`src/rtl/hilo_ctrl.sv`:
```
// rtl/hilo_ctrl.sv - HI/LO pair owner with 2-cycle multiply and radix-2 restoring divide sequencer
// Optional: DIV_ZERO_FAST_EN retires divide-by-zero in one cycle with hilo unchanged.
module hilo_ctrl (
  input  logic        clk,
  input  logic        resetn,
  input  logic        req,
  input  logic [2:0]  op,
  input  logic [31:0] a,
  input  logic [31:0] b,
  input  logic        flush,
  output logic        stall,
  output logic        done,
  output logic [63:0] hilo
);

  typedef enum logic [1:0] {IDLE, MUL, DIV} state_t;

  state_t      state_q, state_d;
  logic [63:0] hilo_q, hilo_d;
  logic        done_q, done_d;
  logic [4:0]  cnt_q, cnt_d;
  logic [31:0] opa_q, opa_d;
  logic [31:0] opb_q, opb_d;
  logic        sgn_q, sgn_d;
  logic        negq_q, negq_d;
  logic        negr_q, negr_d;
  logic [63:0] rq_q, rq_d;

  logic        accept;
  logic        op_signed_div;
  logic [31:0] abs_a, abs_b;
  logic [63:0] mul_a, mul_b, prod;
  logic [32:0] trial;
  logic [63:0] step;
  logic [31:0] quot_fix, rem_fix;

  assign accept        = (state_q == IDLE) && req && !done_q && !flush;
  assign op_signed_div = (op == 3'd2);
  assign abs_a         = (op_signed_div && a[31]) ? (32'd0 - a) : a;
  assign abs_b         = (op_signed_div && b[31]) ? (32'd0 - b) : b;

  // Low 64 bits of the product are the same for signed and unsigned once operands are extended.
  assign mul_a = {{32{sgn_q & opa_q[31]}}, opa_q};
  assign mul_b = {{32{sgn_q & opb_q[31]}}, opb_q};
  assign prod  = mul_a * mul_b;

  // One restoring step: shifted remainder needs 33 bits because it can reach 2*divisor-1.
  assign trial    = rq_q[63:31] - {1'b0, opb_q};
  assign step     = trial[32] ? {rq_q[62:0], 1'b0} : {trial[31:0], rq_q[30:0], 1'b1};
  assign quot_fix = negq_q ? (32'd0 - step[31:0])  : step[31:0];
  assign rem_fix  = negr_q ? (32'd0 - step[63:32]) : step[63:32];

  always_comb begin
    state_d = state_q;
    hilo_d  = hilo_q;
    done_d  = 1'b0;
    cnt_d   = cnt_q;
    opa_d   = opa_q;
    opb_d   = opb_q;
    sgn_d   = sgn_q;
    negq_d  = negq_q;
    negr_d  = negr_q;
    rq_d    = rq_q;

    case (state_q)
      IDLE: begin
        if (accept) begin
          case (op)
            3'd0, 3'd1: begin
              opa_d   = a;
              opb_d   = b;
              sgn_d   = (op == 3'd0);
              state_d = MUL;
            end
            3'd2, 3'd3: begin
              opb_d  = abs_b;
              rq_d   = {32'd0, abs_a};
              negq_d = op_signed_div && (a[31] ^ b[31]);
              negr_d = op_signed_div && a[31];
              cnt_d  = 5'd0;
`ifdef DIV_ZERO_FAST_EN
              if (b == 32'd0) begin
                done_d = 1'b1;
              end else begin
                state_d = DIV;
              end
`else
              state_d = DIV;
`endif
            end
            3'd4:    hilo_d[63:32] = a;
            3'd5:    hilo_d[31:0]  = a;
            default: ;
          endcase
        end
      end
      MUL: begin
        hilo_d  = prod;
        done_d  = 1'b1;
        state_d = IDLE;
      end
      DIV: begin
        rq_d  = step;
        cnt_d = cnt_q + 5'd1;
        if (cnt_q == 5'd31) begin
          hilo_d  = {rem_fix, quot_fix};
          done_d  = 1'b1;
          state_d = IDLE;
        end
      end
      default: state_d = IDLE;
    endcase

    if (flush) begin
      state_d = IDLE;
      done_d  = 1'b0;
      cnt_d   = 5'd0;
      hilo_d  = hilo_q;
    end
  end

  always_ff @(posedge clk or negedge resetn) begin
    if (!resetn) begin
      state_q <= IDLE;
      hilo_q  <= 64'd0;
      done_q  <= 1'b0;
      cnt_q   <= 5'd0;
      opa_q   <= 32'd0;
      opb_q   <= 32'd0;
      sgn_q   <= 1'b0;
      negq_q  <= 1'b0;
      negr_q  <= 1'b0;
      rq_q    <= 64'd0;
    end else begin
      state_q <= state_d;
      hilo_q  <= hilo_d;
      done_q  <= done_d;
      cnt_q   <= cnt_d;
      opa_q   <= opa_d;
      opb_q   <= opb_d;
      sgn_q   <= sgn_d;
      negq_q  <= negq_d;
      negr_q  <= negr_d;
      rq_q    <= rq_d;
    end
  end

  assign stall = !flush && ((req && (op <= 3'd3) && (state_q == IDLE) && !done_q) ||
                            (state_q != IDLE));
  assign done  = done_q;
  assign hilo  = hilo_q;

endmodule

```
`config.mk`:
```
export PLATFORM = sky130hd
export DESIGN_NAME = hilo_ctrl
export DESIGN_NICKNAME = d
export VERILOG_FILES = /design/src/rtl/hilo_ctrl.sv
export SDC_FILE = /design/constraint.sdc
export NUM_CORES = 2
export LEC_CHECK = 0
export BUFFER_PORTS_ARGS = -buffer_cell sky130_fd_sc_hd__buf_4
export CAP_MARGIN = 20
export CORE_UTILIZATION = 30
export DETAILED_ROUTE_END_ITERATION = 8
export HOLD_SLACK_MARGIN = 0.1
export PLACE_DENSITY = 0.57
export SKIP_CTS_REPAIR_TIMING = 1
export SLEW_MARGIN = 20
export SYNTH_ARGS = -nofsm -noshare
export SYNTH_HDL_FRONTEND = slang
export SYNTH_SLANG_ARGS = --single-unit
```
`constraint.sdc`:
```
create_clock -name clk -period 7.7 [get_ports clk]
set_input_delay 0.385 -clock clk [delete_from_list [all_inputs] [get_ports clk]]
set_output_delay 0.385 -clock clk [all_outputs]
set_load 0.03 [all_outputs]
```
### Yosys cells after proc, flatten, opt, wreduce, memory -nomap -nowiden

Cells that the tools add are included.

| storage, ports and cells | value |
|---|---|
| bits in registers | 203 |
| latch bits | 0 |
| RAM bits | 0 |
| ROM bits | 0 |
| input bits | 71 |
| word-level logic and storage cells | 96 |
| memories kept | 0 |

| cells by class | value |
|---|---|
| add/sub/neg operators | 6 |
| multiply operators | 1 |
| divide/modulo/power cells | 0 |
| magnitude comparators | 1 |
| equal/unequal tests | 17 |
| shift operators | 0 |
| multiplexer cells | 26 |
| bitwise logic cells | 4 |
| reductions and logical operators | 30 |

Operator list:

| kind | number |
|---|---|
| 2-to-1 mux 64 bit | 5 |
| 2-to-1 mux 32 bit | 6 |
| case mux 64 bit (3 select lines) | 1 |
| case mux 64 bit (2 select lines) | 1 |
| subtractor 1 x 32 -> 32 bit (first input constant) | 4 |
| multiplier 33 x 33 -> 64 bit | 1 |
| case mux 32 bit (2 select lines) | 1 |
| subtractor 33 x 32 -> 33 bit | 1 |
| AND reduction 3 bit | 6 |
| 2-to-1 mux 5 bit | 3 |
| logical AND 1 bit | 10 |
| case mux 5 bit (2 select lines) | 1 |
| AND reduction 5 bit | 2 |
| case mux 2 bit (2 select lines) | 2 |
| equality test 3 x 2 -> 1 bit (second input constant) | 2 |
| equality test 3 bit (second input constant) | 2 |
| 2-to-1 mux 2 bit | 3 |
| != test 2 x 1 -> 1 bit (second input constant) | 3 |
| != test 3 bit (second input constant) | 2 |
| nonzero test 2 bit | 3 |
| nonzero test 3 bit | 2 |
| adder 5 x 1 -> 5 bit (second input constant) | 1 |
| equality test 5 bit (second input constant) | 1 |
| != test 2 bit (second input constant) | 2 |
| other kinds (16) | 20 |

### Depth between registers and ports, before layout

| logic depth | value |
|---|---|
| depth after elaboration | 7 |
| gate-level depth with buffers | 32 |
| mapped depth without buffers | 30 |

### Least setup slack after synthesis

Ideal clock, no wire load.

| path | value |
|---|---|
| path type | register to register |
| start point | register opa_q[31] |
| end point | register hilo_q[60] (netlist: hilo[60]) |
| arrival | 8043 ps |
| required time | 7572 ps |
| setup slack | -471 ps |
| cell stages (with the launch flop) | 28 |
| path buffers | 2 |
| clock period less this slack | 8171 ps |
| path through | dfrtp_1 > clkbuf_1 > and2_1 > clkbuf_1 > nand2_1 > inv_1 > fa_1 > fa_1 > fa_1 > fa_1 > inv_1 > fa_1 > inv_1 > fa_1 > inv_1 > fa_1 > fa_1 > inv_1 > ha_1 > and3_1 > nand2_1 > o41a_1 > o21a_1 > o31a_1 > o21ai_0 > xnor2_1 > a2bb2oi_1 > o21ai_0 |

| on the way | value |
|---|---|
| cells in the longest elaborated chain, start to end | 3 |

Ends and longest elaborated chain:

| item | RTL line | RTL |
|---|---|---|
| start: declaration | 22 | `logic [31:0] opa_q, opa_d;` |
| start signal: assignment | 139 | `opa_q <= opa_d;` |
| bitwise AND 1 bit | 43 | `assign mul_a = {{32{sgn_q & opa_q[31]}}, opa_q};` |
| multiplier 33 x 33 -> 64 bit (*) | 45 | `assign prod = mul_a * mul_b;` |
| case mux 64 bit (3 select lines) (*) | 65 | `case (state_q)` |
| end signal: assignment | 136 | `hilo_q <= hilo_d;` |
| end: declaration | 19 | `logic [63:0] hilo_q, hilo_d;` |

Every way passes the cells marked *; elsewhere a longest branch is shown, timed or not.
A chain may end at the register's enable or synchronous reset.

### Worst setup path in the final report

| path | value |
|---|---|
| start point | register opb_q[0] |
| end point | register hilo_q[58] (netlist: hilo[58]) |

| on the way | value |
|---|---|
| cells in the longest elaborated chain, start to end | 6 |
| elaborated cells on any way between the ends | 7 |
| classes of those cells | 2 x add/sub; 1 x mul; 4 x mux |

Ends and longest elaborated chain:

| item | RTL line | RTL |
|---|---|---|
| start: declaration | 23 | `logic [31:0] opb_q, opb_d;` |
| start signal: assignment | 140 | `opb_q <= opb_d;` |
| subtractor 33 x 32 -> 33 bit | 48 | `assign trial = rq_q[63:31] - {1'b0, opb_q};` |
| 2-to-1 mux 64 bit | 49 | `assign step = trial[32] ? {rq_q[62:0], 1'b0} : {trial[31:0], rq_q[30:0], 1'b1};` |
| subtractor 1 x 32 -> 32 bit | 51 | `assign rem_fix = negr_q ? (32'd0 - step[63:32]) : step[63:32];` |
| 2-to-1 mux 32 bit | 51 |  |
| 2-to-1 mux 64 bit | 105 | `if (cnt_q == 5'd31) begin` |
| case mux 64 bit (3 select lines) (*) | 65 |  |

Every way passes the cells marked *; elsewhere a longest branch is shown, timed or not. The select of a mux whose other input is x is not followed.

==> flow_summary.yaml <==
worst_setup_path:
  r2r-start: "opb_q[0]"
  critPathKind: "reg -> reg"
  crit_fanout: 6
  worstPathArrival_ns: 8.41
  timing.rr.end: "hilo[58]"
  cp-start-kind: "register"
  crit_path_end_kind: "register"
  regToRegSetupSlack_ns: -0.27
  cp_slowest_cell: "fa_1"
  ff2ff_path_depth: 29
  crit_path_max_incr_delay_ns: 0.57
  critPathRequiredTime_ns: 8.15
  crit_top_cell: "fa_1"
global_route:
  gr-total-overflow: 0
  grt_pass1_wl_um: 261000
  grt_max_degree: 109
  antenna_found_initial: 13
  grt_use_total: 0.193
  grt_pass1_vias: 44000
layout:
  area_growth_pct: 18.3
  drive_gt1_frac: 0.155
  final_cell_area_um2: 61300
  num-fill-cells: 17600
  finalNetCount: 7660
timing:
  fmax_mhz: 126
  setup_viol: 24
  period_minus_slack_ns: 7.97
  tightest_slew_ns: 1.06
  drv_slew: 0
  slew-limit-headroom: 0.274
  rsz0062_at_grt: "yes"
  final_hold_viol_count: 0
  fin_skew_ns: 0.0470
  fin_ws_ns: -0.266
  timing.final.crit_share: 1.03
route:
  wl_per_cell_um: 19.6
  drt_iter0_markers: 2974
  firstDrtPassIters: 6
  vias: 41600
  antenna_left: 0
  routed_via_density: 4.87
  route.final.wire_length_um: 168000
  drc: 0
floorplanning:
  die_h_um: 417
  die_area_um2: 174000
  num_io_pins: 137
  core_um2: 172000
  die-width_um: 417
  rows: 152
  start_util: 0.302
yosys:
  synthCells: 5836
  synth_mux_area_frac: 0.0126
  synth.yosys.warnings: 0
  synth.avg_cell_area_um2: 8.87
  synth_top_cell_area_share: 0.435
  synth_top_flop_cell: "dfrtp_1"
  synthTopCellsByCount: "inv_1 (1188), fa_1 (1126), nand2_1 (932), and2_1 (355), clkbuf_1 (308)"
  synthAdderAreaFrac: 0.497
  synth_seq_cells: 203
  synth-compound-area-share: 0.0923
  ys_seq_area_frac: 0.0981
  synth-edff-count: 0
  syn_nets: 7287
  netlist_area_um2: 51800
  synthArstFlopShare: 1.00
  synth_top_family_by_area: "adder cells"
  synth_xor_area_frac: 0.0354
  netlist_top_cells_area: "fa_1 (44%), dfrtp_1 (9.8%), inv_1 (8.6%)"
  yosysTopAreaCell: "fa_1"
  yosys.area_share.simple: 0.155
  synthDistinctLibCells: 82
  synth.most_common_cell: "inv_1"
worst_hold_path:
  hold-path-endpoint: "opb_q[30]"
  min_path_type: "in -> reg"
  hp-start: "b[30]"
  hold_depth: 3
clocking:
  clk_pin_slew_ns: 0.07
  htree_levels: 1
  cts_buffers: 27
  clk_latency_ns: 0.60
  root_buffer: "clkbuf_16"
  cts_tree: "built"
  clockBufferDepth: 3
  cts_sinks: 203
placement:
  portBuffers: 136
  dp_hpwl_um: 140000
  gp_congestion: 0.932
  post_dp_cell_area_um2: 59000
job:
  max_cap_violations: 0
run_status:
  violations: "setup timing"
  status: "finished with violations"
-- cell families after synthesis --
kind of cell | after synthesis
compound gates | 736
xor+xnor | 209
fa+ha+maj | 1380
buf+inv | 1517
flops | 203
mux | 61
simple gates | 1730
-- worst max path at each step --
stage,depth (start not counted),startpoint,slack (ns),to
2_1_floorplan,28,opb_q[6],-0.02,hilo[60]
3_3_place_gp,31,opb_q[0],-0.67,hilo[63]
3_5_place_dp,31,opb_q[0],-0.68,hilo[63]
4_1_cts,31,opb_q[0],-0.80,hilo[63]
5_1_grt,28,opa_q[21],-0.51,hilo[62]
6_report,29,opb_q[0],-0.27,hilo[58]
-- through the flow --
step,setup slack [ns],utilization,hold WS (ns),setup TNS [ns],instances
6_report,-0.266,0.357,0.0906,-3.25,8550
2_1_floorplan,-0.0216,-,0.0894,-0.0216,5836
3_3_place_gp,-0.668,0.344,0.461,-11.64,8450
4_1_cts,-0.799,0.349,-0.0695,-15.91,8499
3_5_place_dp,-0.683,0.344,0.472,-13.12,8450
5_1_grt,-0.510,0.357,0.107,-11.13,8548
-- sequential cells by signal, indices dropped and copies added (netlist names) --
name     flops
state_q      2
sgn_q        1
cnt_q        5
negq_q       1
rq_q        64
done         1
opa_q       32
opb_q       32
negr_q       1
hilo        64
-- cells in the final DEF, fill, tap and decap left out, types with 14 or more instances in the layout --
cell,netlist,final
a31oi_1,24,19
or3_1,22,21
fa_2,0,20
nand4_1,16,16
and3_1,35,28
and2_1,355,345
o41ai_1,16,15
a221oi_2,2,16
nor4_1,18,18
nor2_1,194,187
buf_12,0,58
ha_1,254,237
o21a_1,14,14
a221oi_1,47,33
ha_4,0,15
inv_1,1188,1167
dfrtp_2,0,18
nor3_1,23,22
o21ai_0,192,173
dfrtp_1,203,185
or2_2,17,17
a21oi_1,180,168
nand3_1,37,35
nand2_1,932,930
xnor2_1,131,119
buf_4,1,569
xor2_1,78,74
inv_2,1,20
o31ai_1,76,71
buf_6,1,31
nand2b_1,27,26
clkbuf_16,0,31
mux2i_1,28,28
a21o_1,61,61
fa_1,1126,1106
or4_1,17,17
mux2_2,33,33
-- final cells by class --
cell class / count / area (um^2) / area share
inverter: 1190 / 4470 / 0.0730
sequential: 203 / 5100 / 0.0833
antenna: 11 / 27.5 / 0.000449
timing repair buffer: 671 / 5990 / 0.0978
multi-input combinational: 4116 / 41900 / 0.684
clock inverter: 13 / 131 / 0.00214
clock buffer: 36 / 769 / 0.0126
tap: 2310 / 2890 / 0.0472
-- routing by layer --
metal / global-route usage / wire, um / vias to the layer above
met5: 0 / 0 / -
met4: 0.0872 / 9090 / 0
met3: 0.0152 / 7560 / 309
met2: 0.329 / 82600 / 1191
met1: 0.249 / 68400 / 21600
li1: - / - / 18500
-- critical path, delay by kind of cell (launching register included) --
family	cells	cell delay, ns
xor gates and xnor gates	1	0.17
AOI/OAI and AO/OA	10	1.99
buffers and inverters	7	0.42
DFF	1	0.42
and+or+nand+nor	2	0.34
adders and majority gates	9	4.45
Power is not shown: default switching activity piles up to over one toggle a cycle in this logic, so the estimate is an artifact.
